File: config.mk
export PLATFORM = sky130hd
export DESIGN_NAME = uart_parity_engine_flat
export DESIGN_NICKNAME = d
export VERILOG_FILES = /design/src/rtl/uart_parity_engine_pkg.sv /design/src/rtl/uart_parity_engine_if.sv /design/src/rtl/uart_parity_engine.sv /design/src/flat_wrapper.sv
export SDC_FILE = /design/constraint.sdc
export NUM_CORES = 1
export LEC_CHECK = 0
export ABC_AREA = 1
export ABC_CLOCK_PERIOD_IN_PS = 2400
export CELL_PAD_IN_SITES_DETAIL_PLACEMENT = 1
export CELL_PAD_IN_SITES_GLOBAL_PLACEMENT = 1
export CORE_MARGIN = 4
export CORE_UTILIZATION = 36
export DETAILED_ROUTE_END_ITERATION = 8
export PLACE_DENSITY_LB_ADDON = 0.08
export SLEW_MARGIN = 25
export SYNTH_ARGS = -nofsm -noshare
export SYNTH_HDL_FRONTEND = slang
export SYNTH_SLANG_ARGS = --single-unit
File: constraint.sdc
create_clock -name CLK -period 2.4 [get_ports CLK]
set_input_delay 0.48 -clock CLK [delete_from_list [all_inputs] [get_ports CLK]]
set_output_delay 0.48 -clock CLK [all_outputs]
set_load 0.02 [all_outputs]
File: src/rtl/uart_parity_engine_pkg.sv
// uart_parity_engine_pkg
//   Shared types and helpers for the UART parity engine.
//   - par_mode_e  : parity mode encodings (even / odd / mark / space)
//   - state_e     : frame FSM states
//   - frame_cfg_t : per-frame configuration latched on START
//   - masked_xor  : XOR of the low 'len' bits of a word (parallel LD path)
//   - exp_parity  : parity bit for a given mode and data XOR
package uart_parity_engine_pkg;

    localparam int MAX_DATA_WIDTH = 16;

    typedef enum logic [1:0] {
        PAR_EVEN  = 2'b00,
        PAR_ODD   = 2'b01,
        PAR_MARK  = 2'b10,
        PAR_SPACE = 2'b11
    } par_mode_e;

    typedef enum logic [1:0] {
        IDLE = 2'd0,
        DATA = 2'd1,
        PAR  = 2'd2
    } state_e;

    typedef struct packed {
        par_mode_e mode;
        logic      chk;
    } frame_cfg_t;

    // XOR of data[len-1:0]; bits at or above len are masked off.
    function automatic logic masked_xor(input logic [MAX_DATA_WIDTH-1:0] data,
                                        input int                        len);
        logic r;
        r = 1'b0;
        for (int i = 0; i < MAX_DATA_WIDTH; i++) begin
            if (i < len) r = r ^ data[i];
        end
        return r;
    endfunction

    // Mark/space ignore the data entirely.
    function automatic logic exp_parity(input par_mode_e mode, input logic acc);
        logic r;
        case (mode)
            PAR_EVEN:  r = acc;
            PAR_ODD:   r = ~acc;
            PAR_MARK:  r = 1'b1;
            default:   r = 1'b0;
        endcase
        return r;
    endfunction

endpackage

File: src/rtl/uart_parity_engine_if.sv
// uart_parity_engine_if
//   Control/data bundle between a UART serializer/deserializer (master) and
//   the parity engine (slave).
//   master -> slave : PAR_EN, PAR_MODE, DATA_LEN, CHK_EN, START, BIT_VALID,
//                     BIT_IN, LD, P_DATA, CLR_CNT
//   slave -> master : BUSY, par_bit, par_valid, par_err, err_cnt
interface uart_parity_engine_if #(
    parameter int DATA_WIDTH    = 8,
    parameter int ERR_CNT_WIDTH = 8
);
    localparam int LEN_W = $clog2(DATA_WIDTH + 1);

    logic                     PAR_EN;
    logic [1:0]               PAR_MODE;
    logic [LEN_W-1:0]         DATA_LEN;
    logic                     CHK_EN;
    logic                     START;
    logic                     BIT_VALID;
    logic                     BIT_IN;
    logic                     LD;
    logic [DATA_WIDTH-1:0]    P_DATA;
    logic                     CLR_CNT;
    logic                     BUSY;
    logic                     par_bit;
    logic                     par_valid;
    logic                     par_err;
    logic [ERR_CNT_WIDTH-1:0] err_cnt;

    modport master (
        output PAR_EN, PAR_MODE, DATA_LEN, CHK_EN, START, BIT_VALID, BIT_IN,
               LD, P_DATA, CLR_CNT,
        input  BUSY, par_bit, par_valid, par_err, err_cnt
    );

    modport slave (
        input  PAR_EN, PAR_MODE, DATA_LEN, CHK_EN, START, BIT_VALID, BIT_IN,
               LD, P_DATA, CLR_CNT,
        output BUSY, par_bit, par_valid, par_err, err_cnt
    );

endinterface

File: src/rtl/uart_parity_engine.sv
// uart_parity_engine
//   Registered parity generator/checker for the UART datapath. Serial frames
//   are accumulated one bit per BIT_VALID after START; a parallel word is
//   handled in one cycle on LD. In check mode the bit after the data is the
//   received parity and a mismatch pulses par_err and bumps a saturating
//   error counter.
//   Ports:
//     CLK  : system clock, rising edge
//     RST  : asynchronous active-low reset
//     bus  : uart_parity_engine_if.slave (config, strobes, results)
module uart_parity_engine
    import uart_parity_engine_pkg::*;
#(
    parameter int DATA_WIDTH    = 8,
    parameter int ERR_CNT_WIDTH = 8
) (
    input  logic CLK,
    input  logic RST,
    uart_parity_engine_if.slave bus
);

    localparam int LEN_W = $clog2(DATA_WIDTH + 1);

    state_e                   state_q, state_d;
    frame_cfg_t               cfg_q, cfg_d;
    logic [LEN_W-1:0]         len_q, len_d;
    logic [LEN_W-1:0]         cnt_q, cnt_d;
    logic                     acc_q, acc_d;
    logic                     par_bit_q, par_bit_d;
    logic                     par_valid_q, par_valid_d;
    logic                     par_err_q, par_err_d;
    logic [ERR_CNT_WIDTH-1:0] err_cnt_q, err_cnt_d;

    logic [MAX_DATA_WIDTH-1:0] pdata_ext;
    logic                      exp_bit;

    // Zero and over-range lengths both mean a full-width frame.
    function automatic logic [LEN_W-1:0] eff_len(input logic [LEN_W-1:0] l);
        if (l == '0 || l > LEN_W'(DATA_WIDTH)) return LEN_W'(DATA_WIDTH);
        return l;
    endfunction

    always_comb begin
        state_d     = state_q;
        cfg_d       = cfg_q;
        len_d       = len_q;
        cnt_d       = cnt_q;
        acc_d       = acc_q;
        par_bit_d   = par_bit_q;
        par_valid_d = 1'b0;
        par_err_d   = 1'b0;
        exp_bit     = 1'b0;
        pdata_ext   = '0;
        pdata_ext[DATA_WIDTH-1:0] = bus.P_DATA;

        if (!bus.PAR_EN) begin
            // Disabled: abandon any frame silently and hold par_bit low.
            state_d   = IDLE;
            cnt_d     = '0;
            par_bit_d = 1'b0;
        end else if (bus.START) begin
            // START wins over LD and swallows a coincident BIT_VALID.
            cfg_d.mode = par_mode_e'(bus.PAR_MODE);
            cfg_d.chk  = bus.CHK_EN;
            len_d      = eff_len(bus.DATA_LEN);
            cnt_d      = '0;
            acc_d      = 1'b0;
            state_d    = DATA;
        end else begin
            case (state_q)
                IDLE: begin
                    if (bus.LD) begin
                        exp_bit     = exp_parity(par_mode_e'(bus.PAR_MODE),
                                          masked_xor(pdata_ext, int'(eff_len(bus.DATA_LEN))));
                        par_bit_d   = exp_bit;
                        par_valid_d = 1'b1;
                    end
                end
                DATA: begin
                    if (bus.BIT_VALID) begin
                        acc_d = acc_q ^ bus.BIT_IN;
                        cnt_d = cnt_q + LEN_W'(1);
                        if (cnt_d == len_q) begin
                            if (cfg_q.chk) begin
                                state_d = PAR;
                            end else begin
                                par_bit_d   = exp_parity(cfg_q.mode, acc_d);
                                par_valid_d = 1'b1;
                                state_d     = IDLE;
                            end
                        end
                    end
                end
                PAR: begin
                    if (bus.BIT_VALID) begin
                        exp_bit     = exp_parity(cfg_q.mode, acc_q);
                        par_bit_d   = exp_bit;
                        par_valid_d = 1'b1;
                        par_err_d   = (bus.BIT_IN != exp_bit);
                        state_d     = IDLE;
                    end
                end
                default: state_d = IDLE;
            endcase
        end

        // Counter moves on the same edge that exposes par_err; clear wins.
        err_cnt_d = err_cnt_q;
        if (bus.CLR_CNT)
            err_cnt_d = '0;
        else if (par_err_d && err_cnt_q != '1)
            err_cnt_d = err_cnt_q + ERR_CNT_WIDTH'(1);
    end

    always_ff @(posedge CLK or negedge RST) begin
        if (!RST) begin
            state_q     <= IDLE;
            cfg_q       <= '0;
            len_q       <= '0;
            cnt_q       <= '0;
            acc_q       <= 1'b0;
            par_bit_q   <= 1'b0;
            par_valid_q <= 1'b0;
            par_err_q   <= 1'b0;
            err_cnt_q   <= '0;
        end else begin
            state_q     <= state_d;
            cfg_q       <= cfg_d;
            len_q       <= len_d;
            cnt_q       <= cnt_d;
            acc_q       <= acc_d;
            par_bit_q   <= par_bit_d;
            par_valid_q <= par_valid_d;
            par_err_q   <= par_err_d;
            err_cnt_q   <= err_cnt_d;
        end
    end

    assign bus.BUSY      = (state_q != IDLE);
    assign bus.par_bit   = par_bit_q;
    assign bus.par_valid = par_valid_q;
    assign bus.par_err   = par_err_q;
    assign bus.err_cnt   = err_cnt_q;

endmodule

File: src/flat_wrapper.sv
// flat-port wrapper written by rule: the top's interface ports become plain ports
module uart_parity_engine_flat import uart_parity_engine_pkg::*;
#(
    parameter int DATA_WIDTH    = 8,
    parameter int ERR_CNT_WIDTH = 8
)
  (CLK, RST, bus_PAR_EN, bus_PAR_MODE, bus_DATA_LEN, bus_CHK_EN, bus_START, bus_BIT_VALID, bus_BIT_IN, bus_LD, bus_P_DATA, bus_CLR_CNT, bus_BUSY, bus_par_bit, bus_par_valid, bus_par_err, bus_err_cnt);
  uart_parity_engine_if #(.DATA_WIDTH(DATA_WIDTH), .ERR_CNT_WIDTH(ERR_CNT_WIDTH)) bus_i ();
  input  logic CLK;
  input  logic RST;
  input wire logic [$bits(bus_i.PAR_EN)-1:0] bus_PAR_EN;
  input wire logic [$bits(bus_i.PAR_MODE)-1:0] bus_PAR_MODE;
  input wire logic [$bits(bus_i.DATA_LEN)-1:0] bus_DATA_LEN;
  input wire logic [$bits(bus_i.CHK_EN)-1:0] bus_CHK_EN;
  input wire logic [$bits(bus_i.START)-1:0] bus_START;
  input wire logic [$bits(bus_i.BIT_VALID)-1:0] bus_BIT_VALID;
  input wire logic [$bits(bus_i.BIT_IN)-1:0] bus_BIT_IN;
  input wire logic [$bits(bus_i.LD)-1:0] bus_LD;
  input wire logic [$bits(bus_i.P_DATA)-1:0] bus_P_DATA;
  input wire logic [$bits(bus_i.CLR_CNT)-1:0] bus_CLR_CNT;
  output wire logic [$bits(bus_i.BUSY)-1:0] bus_BUSY;
  output wire logic [$bits(bus_i.par_bit)-1:0] bus_par_bit;
  output wire logic [$bits(bus_i.par_valid)-1:0] bus_par_valid;
  output wire logic [$bits(bus_i.par_err)-1:0] bus_par_err;
  output wire logic [$bits(bus_i.err_cnt)-1:0] bus_err_cnt;
  assign bus_i.PAR_EN = bus_PAR_EN;
  assign bus_i.PAR_MODE = bus_PAR_MODE;
  assign bus_i.DATA_LEN = bus_DATA_LEN;
  assign bus_i.CHK_EN = bus_CHK_EN;
  assign bus_i.START = bus_START;
  assign bus_i.BIT_VALID = bus_BIT_VALID;
  assign bus_i.BIT_IN = bus_BIT_IN;
  assign bus_i.LD = bus_LD;
  assign bus_i.P_DATA = bus_P_DATA;
  assign bus_i.CLR_CNT = bus_CLR_CNT;
  assign bus_BUSY = bus_i.BUSY;
  assign bus_par_bit = bus_i.par_bit;
  assign bus_par_valid = bus_i.par_valid;
  assign bus_par_err = bus_i.par_err;
  assign bus_err_cnt = bus_i.err_cnt;
  uart_parity_engine #(.DATA_WIDTH(DATA_WIDTH), .ERR_CNT_WIDTH(ERR_CNT_WIDTH)) u_core (.CLK(CLK), .RST(RST), .bus(bus_i));
endmodule
* Yosys cells after proc, flatten, opt, wreduce, memory -nomap -nowiden
Cells that the tools add are included.
Word-level totals: flip-flop bits (word level) 25, bits of input ports 23, output and inout port bits 12, logic and storage cells 166
Operators by class: add/sub/neg operators 2, $lt $le $gt $ge 9, equal/unequal tests 22, mux-type cells 97, bitwise logic cells 11, reductions and logical operators 15
Operator list (count):
- $mux 1 | 72
- $mux 4 | 11
- $lt 3x4->1 const A | 4
- $mux 8 | 2
- $ne 3x3->1 const B | 5
- $pmux 1 s3 | 5
- $mux 2 | 6
- $add 8x1->8 const B | 1
- $lt 1x4->1 const A | 2
- $lt 2x4->1 const A | 2
- $ne 4x4->1 const B | 2
- $ne 8x8->1 const B | 1
- $reduce_bool 2->1 | 4
- $xor 1x1->1 | 8
- $reduce_and 7->1 | 1
- $eq 2x1->1 const B | 3
- $eq 2x2->1 const B | 3
- $logic_not 2->1 | 3
- $ne 3x1->1 const B | 2
- $pmux 2 s3 | 1
- $add 4x1->4 const B | 1
- $eq 4x4->1 | 1
- $gt 4x4->1 const B | 1
- $logic_not 4->1 | 1
- other kinds (11) | 14

* Depth between registers and ports, before layout
Gate-level depths: netlist of the first run.
depth after elaboration 66, depth in mapped cells 17, gate-level depth less buffers 17

* Worst setup path before layout of the first run
No wires, ideal clock.
kind reg2reg, start point register u_core.cnt_q[0], end point register u_core.par_bit_q, in the netlist u_core.bus.par_bit, library setup time 116 ps, arrival 1607 ps, data required time 2284 ps, path slack 677 ps, cell stages (with the launch flop) 11, buffers on the path 0, period minus slack after synthesis 1723 ps, path through dfrtp_1 > ha_1 > inv_1 > or2_2 > nand4_1 > nor3_1 > or2_2 > o211ai_1 > a21oi_1 > nand2_1 > nand2_1
On the way: longest elaborated chain between the ends 4
Ends and longest elaborated chain:
- from (decl) | RTL line uart_parity_engine.sv:27 | logic [LEN_W-1:0] cnt_q, cnt_d;
- from (signal assigned) | RTL line uart_parity_engine.sv:130 | cnt_q <= cnt_d;
- $add 4x1->4 | RTL line uart_parity_engine.sv:82 | cnt_d = cnt_q + LEN_W'(1);
- $eq 4x4->1 | RTL line uart_parity_engine.sv:83 | if (cnt_d == len_q) begin
- $ne 3x2->1 (no line)
- $reduce_and 7->1 (no line)
- to (signal assigned) | RTL line uart_parity_engine.sv:132 | par_bit_q <= par_bit_d;
- to (decl) | RTL line uart_parity_engine.sv:29 | logic par_bit_q, par_bit_d;
No other way between the ends. A chain may end at the register's enable or synchronous reset.

* Worst setup path after layout of the first run
start point register u_core.state_q[0], end point output port bus_BUSY
On the way: longest elaborated chain between the ends 1
Ends and longest elaborated chain:
- from (decl) | RTL line uart_parity_engine.sv:24 | state_e state_q, state_d;
- from (signal assigned) | RTL line uart_parity_engine.sv:127 | state_q <= state_d;
- $reduce_bool 2->1 | RTL line uart_parity_engine.sv:139 | assign bus.BUSY = (state_q != IDLE);
- to (decl) | RTL line flat_wrapper.sv:21 | output wire logic [$bits(bus_i.BUSY)-1:0] bus_BUSY;
No other way between the ends.

==> out/metrics.csv, run 1 <==
metric;value;unit
top cells by count, synth;nand2_1, inv_1, dfrtp_1, nand3_1;
crit path max fanout;4;
DRT Pass-1 Iters;4;
antenna fix cells;0;
clock sink count;25;
drt drc;0;
power density of the placed cells;461;nW/um^2
Gates resized, CTS repair;0;
Post-Route WL;3.95;mm
Layout area overhead;29.7;%
Gate Count Post-Synth;221;
Highest Signal Layer;met4;
peak supply drop;181;uV
worst slew pin tran;331;ps
first-pass GRT wire length;6.74;mm
Worst Path Required;1920;ps
core area;4140;um^2
post-route clock period utilization;89.4;%
kind of critical path;flip-flop to primary output;
FP Rows;23;
fillcell total;541;
hold_buf cts;0;
crit-path max cell delay;600;ps
Setup Fix Bufs, Post-CTS;0;
total track usage;15.3;%
RR Endpoint;u_core.bus.par_bit$_DFFE_PN0P_;
cell mode on critical path;inv_1;
Max-Cap Viols;0;
routed len/inst;12.7;um
Slew headroom;78.0;%
Worst Reg2Reg Path Length in Cells;10;
layout cells sized above 1;8.02;%
fin crit period;2150;ps
share of the synthesized area in the top cell type;39.1;%
Avg Cell Area, Syn;7.24;um^2
Worst-Skew Late Latency;270;ps
critical path's slowest cell;clkdlybuf4s50_1;
Die H;74.6;um
max-slew violation count;0;
Hold/Removal Path Class;flip-flop to flip-flop;
H-tree depth;1;
Most used DFF post-synth;dfrtp_1;
leakage power;0.983;nW
drt via density;4.95;
clk buf depth;2;
Vias;1545;
Critical Path Source Type;flip-flop;
Hold Path Depth;2;
FF-to-FF setup slack;440;ps
ANT nets after route;0;
most numerous cell in the Yosys netlist;nand2_1;
status;finished, final reports clean;
Starting Density;38.6;%
GRT overflow;0;
routability cong.;0.812;
register area;626;um^2
Final Hold Fails;0;
f_max;466;MHz
CP arrival;1670;ps
top cells by area, synth;dfrtp_1, nand2_1, inv_1;
Yosys reg bits;25;
Die X-Extent;74.6;um
Ys Warns;0;
worst r2r src;u_core.cnt_q[0]$_DFFE_PN0P_;
Setup WS post-layout;253;ps
hpwl dp;3.37;mm
die area;5570;um^2
met1 wire length;1.95;mm
fraction of registers with async set/reset;100;%
met2 wire length;1.87;mm
DR WL met3;87;um
Hold EP;u_core.bus.par_bit$_DFFE_PN0P_;
area of the mapped netlist;1600;um^2
root buffer cell;clkbuf_8;
Syn Nets;250;
# setup viols final;0;
Num CTS Buffers;3;
largest net degree at the start of global routing;26;
clk_skew;1.58;ps
RSZ-0062 raised after global routing;no;
utilization after layout;50.1;%
CTS tree;done;
worst slack at placement;5.87;ps
vias in the first global route;1546;
area of the multi-input gates;823;um^2
initial antenna violation count;0;
hold_sp;u_core.bus.par_bit$_DFFE_PN0P_;
Layout Nets;292;
# port buffers;34;
Synth cell types;28;
leading area contributor after synthesis;dfrtp_1;
crit-path cells;inv_1 > ha_1 > inv_1 > clkdlybuf4s50_1;
sequential area share after synthesis;39.1;%
Worst-path clk slew;90;ps
Post-synth EDFFs;0;
1st-iter DRT viols;42;
element type at the critical path end;primary output;
I/O pin total;35;
total power;0.957;mW
-- layer usage --
metal,vias up,global-route usage (%)
met1,729,20.4
met4,0,3.56
met5,-,0
met3,4,1.60
met2,17,26.9
li1,795,-
-- worst max-delay path by stage --
stage | start | to | cells past startpoint | slack (ps)
after floorplan | u_core.cnt_q[0]$_DFFE_PN0P_ | u_core.bus.par_bit$_DFFE_PN0P_ | 10 | 680
after detailed placement | bus_DATA_LEN[0] | u_core.bus.par_bit$_DFFE_PN0P_ | 18 | 6
after global placement | bus_DATA_LEN[0] | u_core.bus.par_bit$_DFFE_PN0P_ | 18 | -2
after CTS | u_core.state_q[0]$_DFFE_PN0P_ | bus_BUSY | 4 | 220
after global routing | bus_DATA_LEN[3] | u_core.bus.par_bit$_DFFE_PN0P_ | 17 | 7
final | u_core.state_q[0]$_DFFE_PN0P_ | bus_BUSY | 4 | 250
-- logic make-up after synthesis --
family | synth area share [%]
xor gates and xnor gates | 4.38
buffers and inverters | 9.39
adders and majority gates | 4.69
and+or+nand+nor | 30.6
AOI/OAI and AO/OA | 11.8
DFF | 39.1
-- worst max-delay path, delay by kind of cell, from the launching register on --
family / cells / cell delay (ps)
buffers and inverters: 3 / 760
flip-flops: 1 / 400
adder cells (fa/ha/maj): 1 / 230
-- flip-flops by register name, indices dropped and copies added, names as in the netlist --
register / count
u_core.bus.err_cnt: 8
u_core.acc_q: 1
u_core.bus.par_valid: 1
u_core.bus.par_bit: 1
u_core.cfg_q: 3
u_core.bus.par_err: 1
u_core.cnt_q: 4
u_core.len_q: 4
u_core.state_q: 2
-- placed cells by master, fill, tap and decap left out, drive strengths merged, types with 3 or more instances in the layout --
cell           count
nand2             52
inv               39
clkdlybuf4s50     34
dfrtp             25
nand3             22
nor2              21
o21ai             21
ha                 6
xor2               5
a21oi              5
nor3               5
nand4              4
buf                4
or2                3
xnor2              3
clkbuf             3
-- metrics by stage --
step	cells	area [um^2]	TNS (ps)	hold slack, ps
after floorplan	221	1600	0	184
after global placement	308	2030	-1.59	476
after detailed placement	308	2030	0	472
after CTS	312	2070	0	495
after global routing	312	2070	0	539
final	312	2070	0	489
-- power by group --
group,total [mW],internal [mW],switching [mW]
sequential,0.463,0.445,0.0173
clock,0.248,0.116,0.132
combinational,0.246,0.108,0.138
total,0.957,0.670,0.287
-- cell type report --
class	count	share of cell area, %
Clock inverter	1	0.241
Clock buffer	3	1.99
Timing Repair Buffer	38	17.9
Multi-Input combinational cell	156	39.7
Sequential cell	25	30.2
Tap cell	50	3.02
Inverter	39	7.06
(Power assumes the default switching activity.)
==> run 2, diff against run 1 <==
- REMOVE_ABC_BUFFERS: not set -> 1
==> run 2 against run 1 <==
Sequential share of layout area increased by 0.13 points. Utilization down 0.21 points. Worst hold slack got worse by 6.7 ps. Clock power about the same. Non-clock buffer count decreased by 1. Sequential cell count did not move. Largest cell class unchanged. Critical path depth is the same. Cell area down 0.42%. Via count shrank 0.52%. Clock skew increased by 7.9 ps. Highest routed layer unchanged. Largest power group unchanged. Final cell count down 0.32%.
==> out/metrics.csv, run 2 (synthesized netlist as in run 1, its figures left out) <==
metric;value;unit
Max-Cap Viols;0;
first-pass GRT wire length;7.01;mm
CP arrival;1690;ps
Gates resized, CTS repair;0;
commonest non-fill, non-tap cell in the layout;nand2_1;
DRT Pass-1 Iters;4;
Worst-Skew Late Latency;270;ps
clk_skew;9.48;ps
routed len/inst;12.9;um
ANT nets after route;0;
power density of the placed cells;461;nW/um^2
clock sink count;25;
core area;4140;um^2
kind of critical path;flip-flop to primary output;
antenna fix cells;0;
FP Rows;23;
root buffer cell;clkbuf_8;
hpwl dp;3.37;mm
Hold Path Depth;2;
Num CTS Buffers;3;
largest net degree at the start of global routing;26;
Slew headroom;78.9;%
status;finished, final reports clean;
element type at the critical path end;primary output;
post-route clock period utilization;90.3;%
fin crit period;2170;ps
# setup viols final;0;
H-tree depth;1;
initial antenna violation count;0;
clk buf depth;2;
GRT overflow;0;
RSZ-0062 raised after global routing;no;
worst slew pin tran;314;ps
routability cong.;0.818;
Post-Route WL;4.02;mm
Die H;74.6;um
Vias;1537;
Layout area overhead;29.2;%
Final Hold Fails;0;
layout cells sized above 1;7.28;%
Starting Density;38.6;%
peak supply drop;233;uV
1st-iter DRT viols;47;
most frequent cells in the layout;nand2_1, inv_1, clkdlybuf4s50_1;
vias in the first global route;1611;
crit path max fanout;4;
total track usage;16.0;%
hold_buf cts;0;
die area;5570;um^2
Setup Fix Bufs, Post-CTS;0;
f_max;461;MHz
Largest register FFs;8;
total power;0.952;mW
Critical Path Source Type;flip-flop;
Worst Path Required;1920;ps
I/O pin total;35;
CTS tree;done;
Worst Reg2Reg Path Length in Cells;10;
Hold/Removal Path Class;flip-flop to flip-flop;
Die X-Extent;74.6;um
# port buffers;34;
drt via density;4.94;
Layout Nets;291;
Worst-path clk slew;90;ps
leakage power;0.975;nW
drt drc;0;
setup total negative slack;0;ps
max-slew violation count;0;
==> run 2: power by group <==
| part | total [mW] | internal [mW] | switching [mW] |
|---|---|---|---|
| clock | 0.247 | 0.119 | 0.128 |
| sequential | 0.462 | 0.445 | 0.0169 |
| combinational | 0.243 | 0.107 | 0.136 |
| total | 0.952 | 0.671 | 0.281 |
==> run 2: final timing paths <==
path,start,end,slack (ps)
hold reg to reg,u_core.bus.par_bit$_DFFE_PN0P_,u_core.bus.par_bit$_DFFE_PN0P_,480
max in group asynchronous,RST,u_core.bus.err_cnt[0]$_DFFE_PN0P_,1570
min in group asynchronous,RST,u_core.bus.err_cnt[5]$_DFFE_PN0P_,570
hold / removal,u_core.bus.par_bit$_DFFE_PN0P_,u_core.bus.par_bit$_DFFE_PN0P_,480
setup / recovery,u_core.state_q[0]$_DFFE_PN0P_,bus_BUSY,230
setup reg to reg,u_core.cnt_q[0]$_DFFE_PN0P_,u_core.bus.par_bit$_DFFE_PN0P_,460
==> run 2: through the flow <==
stage	utilization (%)	instances	setup slack, ps	cell area (um^2)	hold WS, ps
floorplan	-	220	677	1600	184
global placement	48.8	307	39.6	2020	465
detailed placement	48.8	307	14.8	2020	470
CTS	49.8	311	220	2070	491
global route	49.8	311	91.1	2070	541
finish	49.8	311	232	2070	483
==> run 2: metal layers <==
| layer | up-vias | global-route usage, % | part of all wire, % |
|---|---|---|---|
| li1 | 796 | - | - |
| met1 | 712 | 21.0 | 48 |
| met2 | 27 | 27.4 | 47 |
| met3 | 2 | 3.20 | 3.7 |
| met4 | 0 | 3.56 | 0.90 |
| met5 | - | 0 | 0 |
==> run 2: final cells by class <==
class / instances / area, um^2
sequential: 25 / 626
multi-input combinational: 156 / 823
inverter: 39 / 146
timing repair buffer: 37 / 363
tap: 50 / 62.6
fill: 556 / 2080
clock buffer: 4 / 45.0
==> run 2: critical path: stages (launching register included) <==
cell and delay (ps):
dfrtp_1 410, inv_1 80, ha_1 230, inv_1 90, clkdlybuf4s50_1 600
==> run 3, diff against run 2 <==
- CORE_MARGIN: 4 -> not set
==> run 3 against run 2 <==
Sequential power barely moved. Non-clock buffer count did not move. Global-route usage rose by 4.0 points. Setup slack improved by 15 ps. Die area fell by 15%. Clock-buffer cell count fell by 1. Critical endpoint unchanged. Largest power group unchanged.
==> out/metrics.csv, run 3 (synthesized netlist as in run 1, its figures left out) <==
metric;value;unit
total track usage;20.0;%
hold_sp;u_core.bus.par_bit$_DFFE_PN0P_;
fin crit period;2150;ps
first-pass GRT wire length;6.98;mm
worst r2r src;u_core.state_q[0]$_DFFE_PN0P_;
crit-path cells;inv_1 > ha_1 > inv_1 > clkdlybuf4s50_1;
peak supply drop;190;uV
Max-Cap Viols;0;
RR Endpoint;u_core.bus.err_cnt[7]$_DFFE_PN0P_;
max-slew violation count;0;
cell mode on critical path;inv_1;
initial antenna violation count;0;
element type at the critical path end;primary output;
Post-Route WL;4.06;mm
FF-to-FF setup slack;450;ps
routed len/inst;13.0;um
drt via density;4.90;
Die H;68.6;um
Largest register FFs;8;
Layout area overhead;29.6;%
f_max;464;MHz
Worst Reg2Reg Path Length in Cells;9;
Slew headroom;78.6;%
status;finished, final reports clean;
# setup viols final;0;
power density of the placed cells;464;nW/um^2
largest net degree at the start of global routing;26;
antenna fix cells;0;
setup total negative slack;0;ps
Hold Path Depth;2;
1st-iter DRT viols;28;
Final Hold Fails;0;
Gates resized, CTS repair;0;
ANT nets after route;0;
root buffer cell;clkbuf_8;
GRT overflow;0;
utilization after layout;50.0;%
crit path max fanout;4;
CTS tree;done;
crit-path max cell delay;600;ps
most frequent cells in the layout;nand2_1, inv_1, clkdlybuf4s50_1;
Worst-Skew Late Latency;270;ps
Area after DPL;2020;um^2
Critical Path Source Type;flip-flop;
clk_skew;5.86;ps
clock sink count;25;
hpwl dp;3.38;mm
# port buffers;34;
Layout Nets;291;
Vias;1523;
Hold EP;u_core.bus.par_bit$_DFFE_PN0P_;
Worst Path Required;1920;ps
critical path's slowest cell;clkdlybuf4s50_1;
Setup Fix Bufs, Post-CTS;0;
fillcell total;531;
clk buf depth;2;
RSZ-0062 raised after global routing;no;
drt drc;0;
CP arrival;1670;ps
hold_buf cts;0;
I/O pin total;35;
Die X-Extent;68.6;um
routability cong.;0.778;
leakage power;0.978;nW
FP Rows;23;
Num CTS Buffers;3;
Worst-path clk slew;90;ps
die area;4710;um^2
total power;0.962;mW
kind of critical path;flip-flop to primary output;
post-route clock period utilization;89.7;%
H-tree depth;1;
DRT Pass-1 Iters;4;
Starting Density;38.6;%
vias in the first global route;1535;
core area;4140;um^2
Final Instance Area;2070;um^2
layout cells sized above 1;8.43;%
Hold/Removal Path Class;flip-flop to flip-flop;
commonest non-fill, non-tap cell in the layout;nand2_1;
worst slew pin tran;321;ps
## run 3: changes by cell type in the layout (fill, tap and decap cells not counted), sizes merged
cell | previous run | this run
clkbuf | 4 | 3
clkinv | 0 | 1
## run 3: how the worst max path moves through the flow
stage / startpoint / end / slack [ps]
after detailed placement: bus_DATA_LEN[1] / u_core.bus.par_bit$_DFFE_PN0P_ / 40
final: u_core.state_q[0]$_DFFE_PN0P_ / bus_BUSY / 250
after global placement: bus_DATA_LEN[3] / u_core.bus.par_bit$_DFFE_PN0P_ / 40
after CTS: u_core.state_q[0]$_DFFE_PN0P_ / bus_BUSY / 230
after floorplan: u_core.cnt_q[0]$_DFFE_PN0P_ / u_core.bus.par_bit$_DFFE_PN0P_ / 680
after global routing: bus_DATA_LEN[0] / u_core.bus.par_bit$_DFFE_PN0P_ / 60
## run 3: per-stage QoR
step | hold slack (ps) | worst slack (ps) | instances
floorplan | 184 | 677 | 220
global route | 512 | 65.0 | 311
detailed placement | 470 | 36.8 | 307
global placement | 465 | 39.0 | 307
CTS | 492 | 230 | 311
finish | 492 | 247 | 311
## run 3: report_power, final
group | total (mW) | switching, mW | internal [mW]
clock network | 0.254 | 0.138 | 0.116
registers | 0.463 | 0.0177 | 0.445
logic | 0.245 | 0.138 | 0.107
total | 0.962 | 0.293 | 0.668
## run 3: metal layers
metal  part of all wire [%]  vias to the layer above  global-route usage [%]  routed length [um]
met1                     51                      707                    27.6                2060
met3                    1.9                        4                    1.97                  77
li1                       -                      788                       -                   -
met2                     46                       24                    32.7                1870
met4                    1.2                        0                    6.25                  49
met5                      0                        -                       0                   0
## run 3: area by class of cell
type | count | area, um^2 | share of cell area [%]
clock buffer | 3 | 41.3 | 1.99
inverter | 39 | 146 | 7.07
multi-input combinational | 156 | 828 | 40.0
timing repair buffer | 37 | 363 | 17.5
clock inverter | 1 | 5.00 | 0.242
sequential | 25 | 626 | 30.2
tap | 50 | 62.6 | 3.02
## run 3: worst max-delay path: cells and delay by family, from the launching register on
family                     cells  cell delay [ps]
DFF                            1              410
adders and majority gates      1              220
buffers and inverters          3              760
